File: config.mk
export PLATFORM = sky130hd
export DESIGN_NAME = debounce_edge_detect
export DESIGN_NICKNAME = d
export VERILOG_FILES = /design/src/rtl/debounce_pkg.sv /design/src/rtl/sync_ff.sv /design/src/rtl/debounce_edge_detect.sv
export SDC_FILE = /design/constraint.sdc
export NUM_CORES = 1
export LEC_CHECK = 0
export BUFFER_PORTS_ARGS = -buffer_cell sky130_fd_sc_hd__buf_2
export CAP_MARGIN = 15
export CORE_UTILIZATION = 55
export DETAILED_ROUTE_END_ITERATION = 16
export GPL_TIMING_DRIVEN = 0
export MAX_ROUTING_LAYER = met4
export PLACE_DENSITY = 0.73
export REMOVE_ABC_BUFFERS = 1
export SLEW_MARGIN = 5
export SYNTH_ARGS = -nofsm -noshare
export SYNTH_HDL_FRONTEND = slang
export SYNTH_SLANG_ARGS = --single-unit
File: constraint.sdc
create_clock -name clk -period 2.15 [get_ports clk]
set_input_delay 0.43 -clock clk [delete_from_list [all_inputs] [get_ports clk]]
set_output_delay 0.43 -clock clk [all_outputs]
set_load 0.05 [all_outputs]
File: src/rtl/debounce_pkg.sv
// Shared FSM state encoding and default parameters for the debounce/edge-detect block.
package debounce_pkg;

    localparam int unsigned DEF_SYNC_STAGES = 2;
    localparam int unsigned DEF_STABLE_CNT  = 50000;
    localparam int unsigned DEF_CNT_WIDTH   = 16;

    typedef enum logic [1:0] {
        STABLE_LO = 2'b00,
        WAIT_HI   = 2'b01,
        STABLE_HI = 2'b10,
        WAIT_LO   = 2'b11
    } state_e;

endpackage

File: src/rtl/sync_ff.sv
// Multi-flop synchroniser for a single-bit asynchronous level; resets every stage to RST_VAL.
module sync_ff #(
    parameter int unsigned DEPTH   = 2,
    parameter logic        RST_VAL = 1'b0
) (
    input  logic clk,
    input  logic rst_n,
    input  logic d_i,
    output logic q_o
);

    logic [DEPTH-1:0] sync_q;

    always_ff @(posedge clk or negedge rst_n) begin
        if (!rst_n) begin
            sync_q <= {DEPTH{RST_VAL}};
        end else begin
            sync_q <= {sync_q[DEPTH-2:0], d_i};
        end
    end

    assign q_o = sync_q[DEPTH-1];

endmodule

File: src/rtl/debounce_edge_detect.sv
// Synchronise, debounce and edge-detect a raw asynchronous level.
// Define DEBOUNCE_FALL_PULSE_EN to enable the fall pulse; otherwise fall is tied low.
module debounce_edge_detect
    import debounce_pkg::*;
#(
    parameter int unsigned SYNC_STAGES = DEF_SYNC_STAGES,
    parameter int unsigned STABLE_CNT  = DEF_STABLE_CNT,
    parameter int unsigned CNT_WIDTH   = DEF_CNT_WIDTH,
    parameter logic        INIT_Q      = 1'b0
) (
    input  logic clk,
    input  logic rst_n,
    input  logic D,
    output logic Q,
    output logic rise,
    output logic fall
);

    localparam logic [CNT_WIDTH-1:0] CNT_LAST = CNT_WIDTH'(STABLE_CNT - 1);
    localparam logic [CNT_WIDTH-1:0] CNT_ONE  = CNT_WIDTH'(1);

    logic                 d_s;
    state_e               state_q;
    logic [CNT_WIDTH-1:0] cnt_q;
    logic                 q_q;
    logic                 rise_q;
`ifdef DEBOUNCE_FALL_PULSE_EN
    logic                 fall_q;
`endif

    sync_ff #(
        .DEPTH   (SYNC_STAGES),
        .RST_VAL (INIT_Q)
    ) u_sync (
        .clk   (clk),
        .rst_n (rst_n),
        .d_i   (D),
        .q_o   (d_s)
    );

    // A new level is accepted only after STABLE_CNT consecutive matching samples.
    always_ff @(posedge clk or negedge rst_n) begin
        if (!rst_n) begin
            state_q <= INIT_Q ? STABLE_HI : STABLE_LO;
            cnt_q   <= '0;
            q_q     <= INIT_Q;
            rise_q  <= 1'b0;
`ifdef DEBOUNCE_FALL_PULSE_EN
            fall_q  <= 1'b0;
`endif
        end else begin
            rise_q <= 1'b0;
`ifdef DEBOUNCE_FALL_PULSE_EN
            fall_q <= 1'b0;
`endif
            case (state_q)
                STABLE_LO: begin
                    if (d_s) begin
                        state_q <= WAIT_HI;
                        cnt_q   <= CNT_ONE;
                    end else begin
                        cnt_q   <= '0;
                    end
                end
                WAIT_HI: begin
                    if (!d_s) begin
                        state_q <= STABLE_LO;
                        cnt_q   <= '0;
                    end else if (cnt_q == CNT_LAST) begin
                        state_q <= STABLE_HI;
                        cnt_q   <= '0;
                        q_q     <= 1'b1;
                        rise_q  <= 1'b1;
                    end else begin
                        cnt_q   <= cnt_q + CNT_ONE;
                    end
                end
                STABLE_HI: begin
                    if (!d_s) begin
                        state_q <= WAIT_LO;
                        cnt_q   <= CNT_ONE;
                    end else begin
                        cnt_q   <= '0;
                    end
                end
                WAIT_LO: begin
                    if (d_s) begin
                        state_q <= STABLE_HI;
                        cnt_q   <= '0;
                    end else if (cnt_q == CNT_LAST) begin
                        state_q <= STABLE_LO;
                        cnt_q   <= '0;
                        q_q     <= 1'b0;
`ifdef DEBOUNCE_FALL_PULSE_EN
                        fall_q  <= 1'b1;
`endif
                    end else begin
                        cnt_q   <= cnt_q + CNT_ONE;
                    end
                end
            endcase
        end
    end

    assign Q    = q_q;
    assign rise = rise_q;
`ifdef DEBOUNCE_FALL_PULSE_EN
    assign fall = fall_q;
`else
    assign fall = 1'b0;
`endif

endmodule

==> flow_summary.yaml, run 1 <==
worst_setup_path:
  cp.arrival_ps: 2220
  startpoint_type: "flip-flop"
  crit_type: "flip-flop to flip-flop"
  slowest_stage: "or4_4"
  crit_fanout: 6
  max_stage_delay_ps: 590
  path_cells: "or4b_1 -> or4_4 -> mux2_4"
  r2r-start: "cnt_q[5]"
  r2r_slack_ps: 120
  crit_required_ps: 2340
  worstRegToRegCells: 3
  critPathLaunch: "cnt_q[5]"
  worst_setup_path_end_kind: "flip-flop"
min_path:
  min_path_type: "primary input to async pin"
clock_network:
  cts_setup_buffers: 0
  cts_htree_levels: 1
  cts.reportedPaths.clkPinSlew_ps: 110
  cts_inserted_buffers: 3
  insertion_delay_ps: 300
  clock_path_buffers: 2
  root_buffer: "clkbuf_4"
  cts_tree: "yes"
  clock-sinks: 22
sta:
  skew_ps: 5.46
  setup_tns_ps: 0
  fmax_mhz: 493
  rsz0062_at_grt: "false"
  period_share: 0.943
  setup_violations: 0
  slew_viol_final: 0
  timing.final.hold_violations: 0
  min_period_ps: 2030
routing:
  top_layer: "met4"
  drc: 0
  drt_pass1_iterations: 4
  ant_nets: 0
  num_vias: 722
  wl_met2_um: 681
  wl_met1_um: 784
  viasPerCell: 5.69
  routedWlPerCell_um: 12.2
  drtIter0Drc: 19
  routed-wl-met3_um: 69
  drt-total-wl_um: 1550
synthesis:
  ys_ff_latch: 22
  synth_warnings: 0
  synth_area_per_cell_um2: 11.0
  seq_area_frac_synth: 0.521
  netlist_area_mm2: 0.00106
  async_reset_ff_frac: 1.00
  synth_edf_count: 0
  syn_inst: 96
  synth-main-ff-cell: "dfrtp_1"
  ys_types: 28
final_layout:
  fill_cells: 159
  utilization: 0.642
  drive_gt1_frac: 0.137
  nNetsFinal: 107
  syn_to_final_growth_pct: 7.23
  antenna_cells: 0
global_route:
  grt_use_total: 0.192
  grt_pass1_vias: 667
  antenna_found_initial: 0
  grt_first_pass_wirelength_um: 2770
  grt_max_degree: 23
  grt_overflow: 0
power:
  leakagePower_uw: 0.000469
  p_per_area_mw_per_mm2: 589
  ir_drop_v: 0.000415
die:
  pin_count: 6
  die_w_um: 45.8
  row_count: 15
  initial_core_util: 0.599
  core_mm2: 0.00176
  die_h_um: 45.8
  die-area_mm2: 0.00210
run:
  drv_cap: 0
placed_design:
  gp_congestion: 0.799
  place_hpwl_um: 1150
  port_buffers: 4
outcome:
  status: "finished clean"
-- how the worst min path moves through the flow --
stage | from | end | slack, ps | cells after the start
global route | rst_n | cnt_q[6] | 90 | 1
detailed placement | u_sync.sync_q[0] | u_sync.sync_q[1] | 340 | 0
CTS | rst_n | cnt_q[5] | 80 | 1
floorplan | rst_n | Q | 130 | 0
global placement | u_sync.sync_q[0] | u_sync.sync_q[1] | 330 | 0
finish | rst_n | cnt_q[5] | 70 | 1
-- metrics by stage --
| step | hold WS, ps | worst slack [ps] | area, µm² | cells | power, µW |
|---|---|---|---|---|---|
| CTS | 75.0 | 120 | 1120 | 127 | 674 |
| global placement | 333 | 155 | 1090 | 123 | 459 |
| floorplan | 134 | 215 | 1040 | 94 | 446 |
| detailed placement | 343 | 154 | 1090 | 123 | 459 |
| global route | 91.0 | 56.6 | 1130 | 127 | 696 |
| finish | 67.3 | 122 | 1130 | 127 | 667 |
-- repair_timing --
action                     CTS  global route
resized for setup            0             1
hold buffers                 0             0
setup endpoints to repair    0             2
-- logic make-up after synthesis --
kind of cell,Yosys count,share of synthesized area
compound gates,3,0.0225
xor+xnor,15,0.124
simple gates,47,0.270
fa+ha+maj,1,0.0118
buf+inv,6,0.0320
mux,1,0.0142
other cells,1,0.00355
flops,22,0.521
-- area by class of cell --
| type | count | area, µm² | share of cell area |
|---|---|---|---|
| Inverter | 4 | 15.0 | 0.0133 |
| Tap cell | 25 | 31.3 | 0.0276 |
| Timing Repair Buffer | 4 | 20.0 | 0.0177 |
| Multi-Input combinational cell | 68 | 479 | 0.423 |
| Sequential cell | 22 | 551 | 0.486 |
| Clock buffer | 4 | 36.3 | 0.0320 |
-- placed cells by master (no fill, tap or decap), types with 3 or more instances in the layout --
master and instances:
dfrtp_1 22, nor2_1 15, xnor2_1 9, xor2_1 6, nand4_1 6, nand3_1 4, nand2_1 4, inv_1 4
nor3_1 4, nor4_1 4, buf_2 4, clkbuf_4 3
-- synthesized netlist by cell type, drive strengths merged (2+ instances only) --
| cell type | instances | share of area |
|---|---|---|
| dfrtp | 22 | 0.52 |
| nor2 | 15 | 0.053 |
| xnor2 | 9 | 0.075 |
| nand4 | 6 | 0.036 |
| xor2 | 6 | 0.050 |
| nand3 | 5 | 0.028 |
| nor3 | 5 | 0.028 |
| inv | 4 | 0.014 |
| nand2 | 4 | 0.014 |
| nor4 | 4 | 0.024 |
| a21boi | 2 | 0.014 |
| buf | 2 | 0.018 |
| or4 | 2 | 0.018 |
-- where the power goes --
part	internal [µW]	switching, µW	leakage [µW]
clock	103	112	0.0000210
sequential	419	5.78	0.000298
combinational	6.59	20.3	0.000150
-- worst max-delay path, delay by kind of cell (launching register included) --
kind	cells	cell delay, ps
simple gates	2	1150
flops	1	460
mux	1	310
-- registers in the layout, indices dropped and copies added (netlist names), named ones only --
name and cells:
u_sync.sync_q 2, Q 1, state_q 1, rise 1, cnt_q 16
-- per-layer routing --
| metal | vias up | global-route usage |
|---|---|---|
| met5 | - | - |
| met4 | 0 | 0.0941 |
| met3 | 2 | 0.0238 |
| met2 | 24 | 0.271 |
| met1 | 350 | 0.270 |
| li1 | 346 | - |
Note: power is estimated with default switching activity, not from simulation.
==> run 2: changes to the inputs <==
GPL_TIMING_DRIVEN = not set   (was 0)
clock period = 2.56 ns   (was 2.15 ns; I/O delays follow)
==> flow_summary.yaml, run 2 (synthesis gave the netlist of run 1 again) <==
routing:
  num_vias: 692
  ant_nets: 0
  drc: 0
  drt_pass1_iterations: 2
  viasPerCell: 5.45
  drt-total-wl_um: 1620
  drtIter0Drc: 13
  routedWlPerCell_um: 12.8
outcome:
  status: "finished clean"
min_path:
  min_path_type: "primary input to async pin"
sta:
  fmax_mhz: 498
  skew_ps: 8.12
  timing.final.hold_violations: 0
  min_period_ps: 2010
  whs_ps: 140
  rsz0062_at_grt: "false"
  period_share: 0.784
  fin_ws_ps: 552
  slew_viol_final: 0
  setup_tns_ps: 0
  setup_violations: 0
placed_design:
  gp_congestion: 0.776
  dpl_worst_slack_ps: 552
  place_hpwl_um: 1210
  port_buffers: 4
  dp.cells: 123
power:
  p_per_area_mw_per_mm2: 559
  ir_drop_v: 0.000416
  pwr-share-comb: 0.035
  swShare: 0.192
  clkPwrFrac: 0.406
  internal-power_uw: 515
  pwr-share-seq: 0.559
  leakagePower_uw: 0.000475
  power_switching_uw: 122
  total_power_uw: 638
die:
  die-area_mm2: 0.00210
  pin_count: 6
  die_w_um: 45.8
  die_h_um: 45.8
  initial_core_util: 0.599
  row_count: 15
  core_mm2: 0.00176
worst_setup_path:
  startpoint_type: "flip-flop"
  crit_type: "flip-flop to flip-flop"
  path_cells: "or4b_1 -> or4_1 -> nand3_2 -> nor2_1"
  worst_setup_path_end_kind: "flip-flop"
  worstPathBufferInverterCount: 0
  crit_required_ps: 2750
  crit_family: "simple AND/OR/NAND/NOR gates"
  crit_fanout: 14
  max_stage_delay_ps: 550
  cp.arrival_ps: 2190
  slowest_stage: "or4b_1"
final_layout:
  regMostFlops: "cnt_q"
  largest_registers: "cnt_q x16, u_sync.sync_q x2"
  drive_gt1_frac: 0.137
  antenna_cells: 0
  final_cell_mix: "dfrtp_1 (22), nor2_1 (15), xnor2_1 (9)"
  fin_cells: 127
  layout_commonest_cell: "dfrtp_1"
  nNetsFinal: 107
  largest_register_ffs: 16
  syn_to_final_growth_pct: 8.06
clock_network:
  insertion_delay_ps: 300
  cts_inserted_buffers: 3
  cts_setup_buffers: 0
  cts_tree: "yes"
  clock_path_buffers: 2
  cts.reportedPaths.clkPinSlew_ps: 120
  root_buffer: "clkbuf_4"
  cts_htree_levels: 1
  clock-sinks: 22
  ctsHoldBuffers: 0
  cts_resized: 0
global_route:
  grt_pass1_vias: 675
  antenna_found_initial: 0
  grt_first_pass_wirelength_um: 2900
  grt_use_total: 0.204
  grt_max_degree: 23
  grt_overflow: 0
run:
  drv_cap: 0
## run 2: cell types whose count changed in the layout (fill, tap and decap cells not counted), sizes merged
cell    before  now
bufinv       0    1
clkbuf       4    3
## run 2: layout make-up
class                           instances  area [µm²]
Tap cell                               25        31.3
Inverter                                4        15.0
Sequential cell                        22         551
Clock inverter                          1        30.0
Multi-Input combinational cell         68         472
Fill cell                             156         623
Clock buffer                            3        22.5
Timing Repair Buffer                    4        20.0
## run 2: layer usage
metal | part of all wire | up-vias | GRT usage | wire (µm)
li1 | - | 348 | - | -
met1 | 0.49 | 331 | 0.265 | 798
met2 | 0.47 | 8 | 0.306 | 762
met3 | 0.020 | 5 | 0.0476 | 33
met4 | 0.017 | 0 | 0.0882 | 27
met5 | 0 | - | - | 0
## run 2: through the flow
stage	util	area, µm²
after floorplan	-	1040
after global placement	0.617	1090
after detailed placement	0.617	1090
after CTS	0.647	1140
after global routing	0.647	1140
final	0.647	1140
## run 2: power by group through the flow
| stage | logic, µW | clock network (µW) | registers [µW] |
|---|---|---|---|
| global route | 26.2 | 277 | 357 |
| finish | 22.2 | 259 | 357 |
| CTS | 23.3 | 264 | 357 |
| floorplan | 12.6 | 0 | 362 |
| global placement | 22.6 | 0 | 363 |
| detailed placement | 23.3 | 0 | 363 |
## run 2: worst paths after layout
path                                        from          endpoint  slack (ps)  depth (start not counted)
worst min register to register  u_sync.sync_q[0]  u_sync.sync_q[1]         370                          0
worst max-delay path                    cnt_q[5]         cnt_q[12]         550                          4
max in group asynchronous                  rst_n          cnt_q[2]        2100                          1
worst max register to register          cnt_q[5]         cnt_q[12]         550                          4
worst min-delay path                       rst_n         cnt_q[10]         140                          1
min in group clk                               D  u_sync.sync_q[0]         310                          1
==> run 3: changes to the inputs <==
ABC_AREA = 1   (was not set)
clock period = 1.86 ns   (was 2.56 ns; I/O delays follow)
==> flow_summary.yaml, run 3 <==
sta:
  skew_ps: 1.87
  setup_tns_ps: 0
  min_period_ps: 1460
  setup_violations: 0
  period_share: 0.784
  timing.final.hold_violations: 0
  rsz0062_at_grt: "false"
  whs_ps: 162
  fmax_mhz: 686
  slew_viol_final: 0
synthesis:
  synth-main-ff-cell: "dfrtp_1"
  synth_area_leader_cell: "dfrtp_1"
  netlist.area_leader.share: 0.474
  async_reset_ff_frac: 1.00
  synth_warnings: 0
  ys_types: 23
  syn_inst: 150
  synth_area_per_cell_um2: 7.75
  seq_area_frac_synth: 0.474
  synth_edf_count: 0
  synthTopCellsByCount: "nand2_1 (36), nor2_1 (33), dfrtp_1 (22)"
  yosysMostFrequentCell: "nand2_1"
  ys_ff_latch: 22
  netlist_area_mm2: 0.00116
  yosys-top-cells-area: "dfrtp_1 (47%), nand2_1 (12%), nor2_1 (11%)"
run:
  drv_cap: 0
power:
  p_per_area_mw_per_mm2: 712
  ir_drop_v: 0.000559
  leakagePower_uw: 0.000582
min_path:
  hold-path-cell-count: 1
  min_path_type: "primary input to flip-flop"
  hold_start: "D"
  whs_endpoint: "u_sync.sync_q[0]"
global_route:
  grt_first_pass_wirelength_um: 3450
  grt_overflow: 0
  grt_pass1_vias: 857
  antenna_found_initial: 0
  grt_max_degree: 23
  grt_use_total: 0.230
worst_setup_path:
  startpoint_type: "flip-flop"
  cp.arrival_ps: 1710
  r2r_slack_ps: 400
  worst_setup_path_end_kind: "flip-flop"
  timing.rr.end: "cnt_q[11]"
  r2r-start: "cnt_q[0]"
  worstRegToRegCells: 6
  crit_required_ps: 2110
  crit_type: "flip-flop to flip-flop"
  crit_fanout: 9
clock_network:
  root_buffer: "clkbuf_4"
  clock-sinks: 22
  cts_htree_levels: 1
  cts_inserted_buffers: 3
  insertion_delay_ps: 310
  cts_tree: "yes"
  cts.reportedPaths.clkPinSlew_ps: 120
  clock_path_buffers: 2
final_layout:
  fill_cells: 181
  final_cell_mix: "nand2_1 (36), nor2_1 (33), dfrtp_1 (22)"
  regMostFlops: "cnt_q"
  largest_registers: "cnt_q x16, u_sync.sync_q x2"
  nNetsFinal: 162
  antenna_cells: 0
  largest_register_ffs: 16
  fin_cells: 184
  design_area_mm2: 0.00126
  layout_commonest_cell: "nand2_1"
  utilization: 0.636
  drive_gt1_frac: 0.115
  syn_to_final_growth_pct: 8.40
routing:
  ant_nets: 0
  routedWlPerCell_um: 11.5
  drc: 0
  drtIter0Drc: 16
  drt_pass1_iterations: 4
  num_vias: 935
  viasPerCell: 5.08
  drt-total-wl_um: 2120
placed_design:
  gp_congestion: 0.898
  port_buffers: 4
  place_hpwl_um: 1590
  placed_area_mm2: 0.00120
  dp.cells: 179
die:
  die-area_mm2: 0.00230
  row_count: 16
  initial_core_util: 0.586
  die_w_um: 48.0
  core_mm2: 0.00198
  pin_count: 6
  die_h_um: 48.0
outcome:
  status: "finished clean"
==> run 3: critical path, stage by stage, from the launching register on <==
cell and delay (ps):
dfrtp_1 440, ha_1 240, nand3_1 140, nor2_2 80, a21oi_4 310, inv_4 80
nor2_1 120
==> run 3: how the worst max path moves through the flow <==
stage	startpoint	to	slack [ps]	cells after the start
final	cnt_q[0]	cnt_q[11]	400	6
after global routing	cnt_q[0]	cnt_q[5]	290	6
after global placement	cnt_q[0]	cnt_q[11]	460	6
after CTS	cnt_q[0]	cnt_q[5]	390	6
after detailed placement	cnt_q[0]	cnt_q[5]	420	6
after floorplan	cnt_q[0]	cnt_q[11]	580	6
==> run 3: cell families (layout without fill, tap and decap cells) <==
kind of cell,after synthesis,in the layout,synth area share
buffers and inverters,21,28,0.0797
adders and majority gates,1,1,0.0108
xor gates and xnor gates,3,3,0.0226
AOI/OAI and AO/OA,10,10,0.0571
and+or+nand+nor,92,92,0.353
other,1,1,0.00323
DFF,22,22,0.474
==> run 3: power by group <==
| group | leakage (µW) | internal (µW) | switching (µW) | total (µW) |
|---|---|---|---|---|
| clock | 0.0000279 | 218 | 152 | 369 |
| combinational | 0.000256 | 9.62 | 28.5 | 38.1 |
| sequential | 0.000298 | 484 | 5.79 | 490 |
| total | 0.000582 | 712 | 186 | 898 |
==> run 3: metal layers <==
metal	vias to the layer above	GRT usage	wire length (µm)
li1	485	-	-
met1	433	0.296	1090
met2	11	0.332	939
met3	6	0.0453	42
met4	0	0.133	44
met5	-	-	0
==> run 3: metrics by stage <==
stage | setup slack (ps) | power, µW
2_1_floorplan | 584 | 519
6_report | 402 | 898
3_5_place_dp | 418 | 537
4_1_cts | 386 | 910
3_3_place_gp | 464 | 535
5_1_grt | 292 | 930
==> run 3: what timing repair did <==
item / in CTS / in global routing
hold buffers: 1 / 0
setup buffers: 0 / 0
endpoints found under the hold margin: 4 / 0
gates resized for setup: 0 / 0
==> run 3: area by class of cell <==
type | count | area [µm²] | area share
clock buffer | 3 | 22.5 | 0.0179
sequential | 22 | 551 | 0.437
multi-input combinational | 107 | 519 | 0.412
clock inverter | 1 | 30.0 | 0.0238
inverter | 19 | 73.8 | 0.0586
tap | 27 | 33.8 | 0.0268
timing repair buffer | 5 | 30.0 | 0.0238
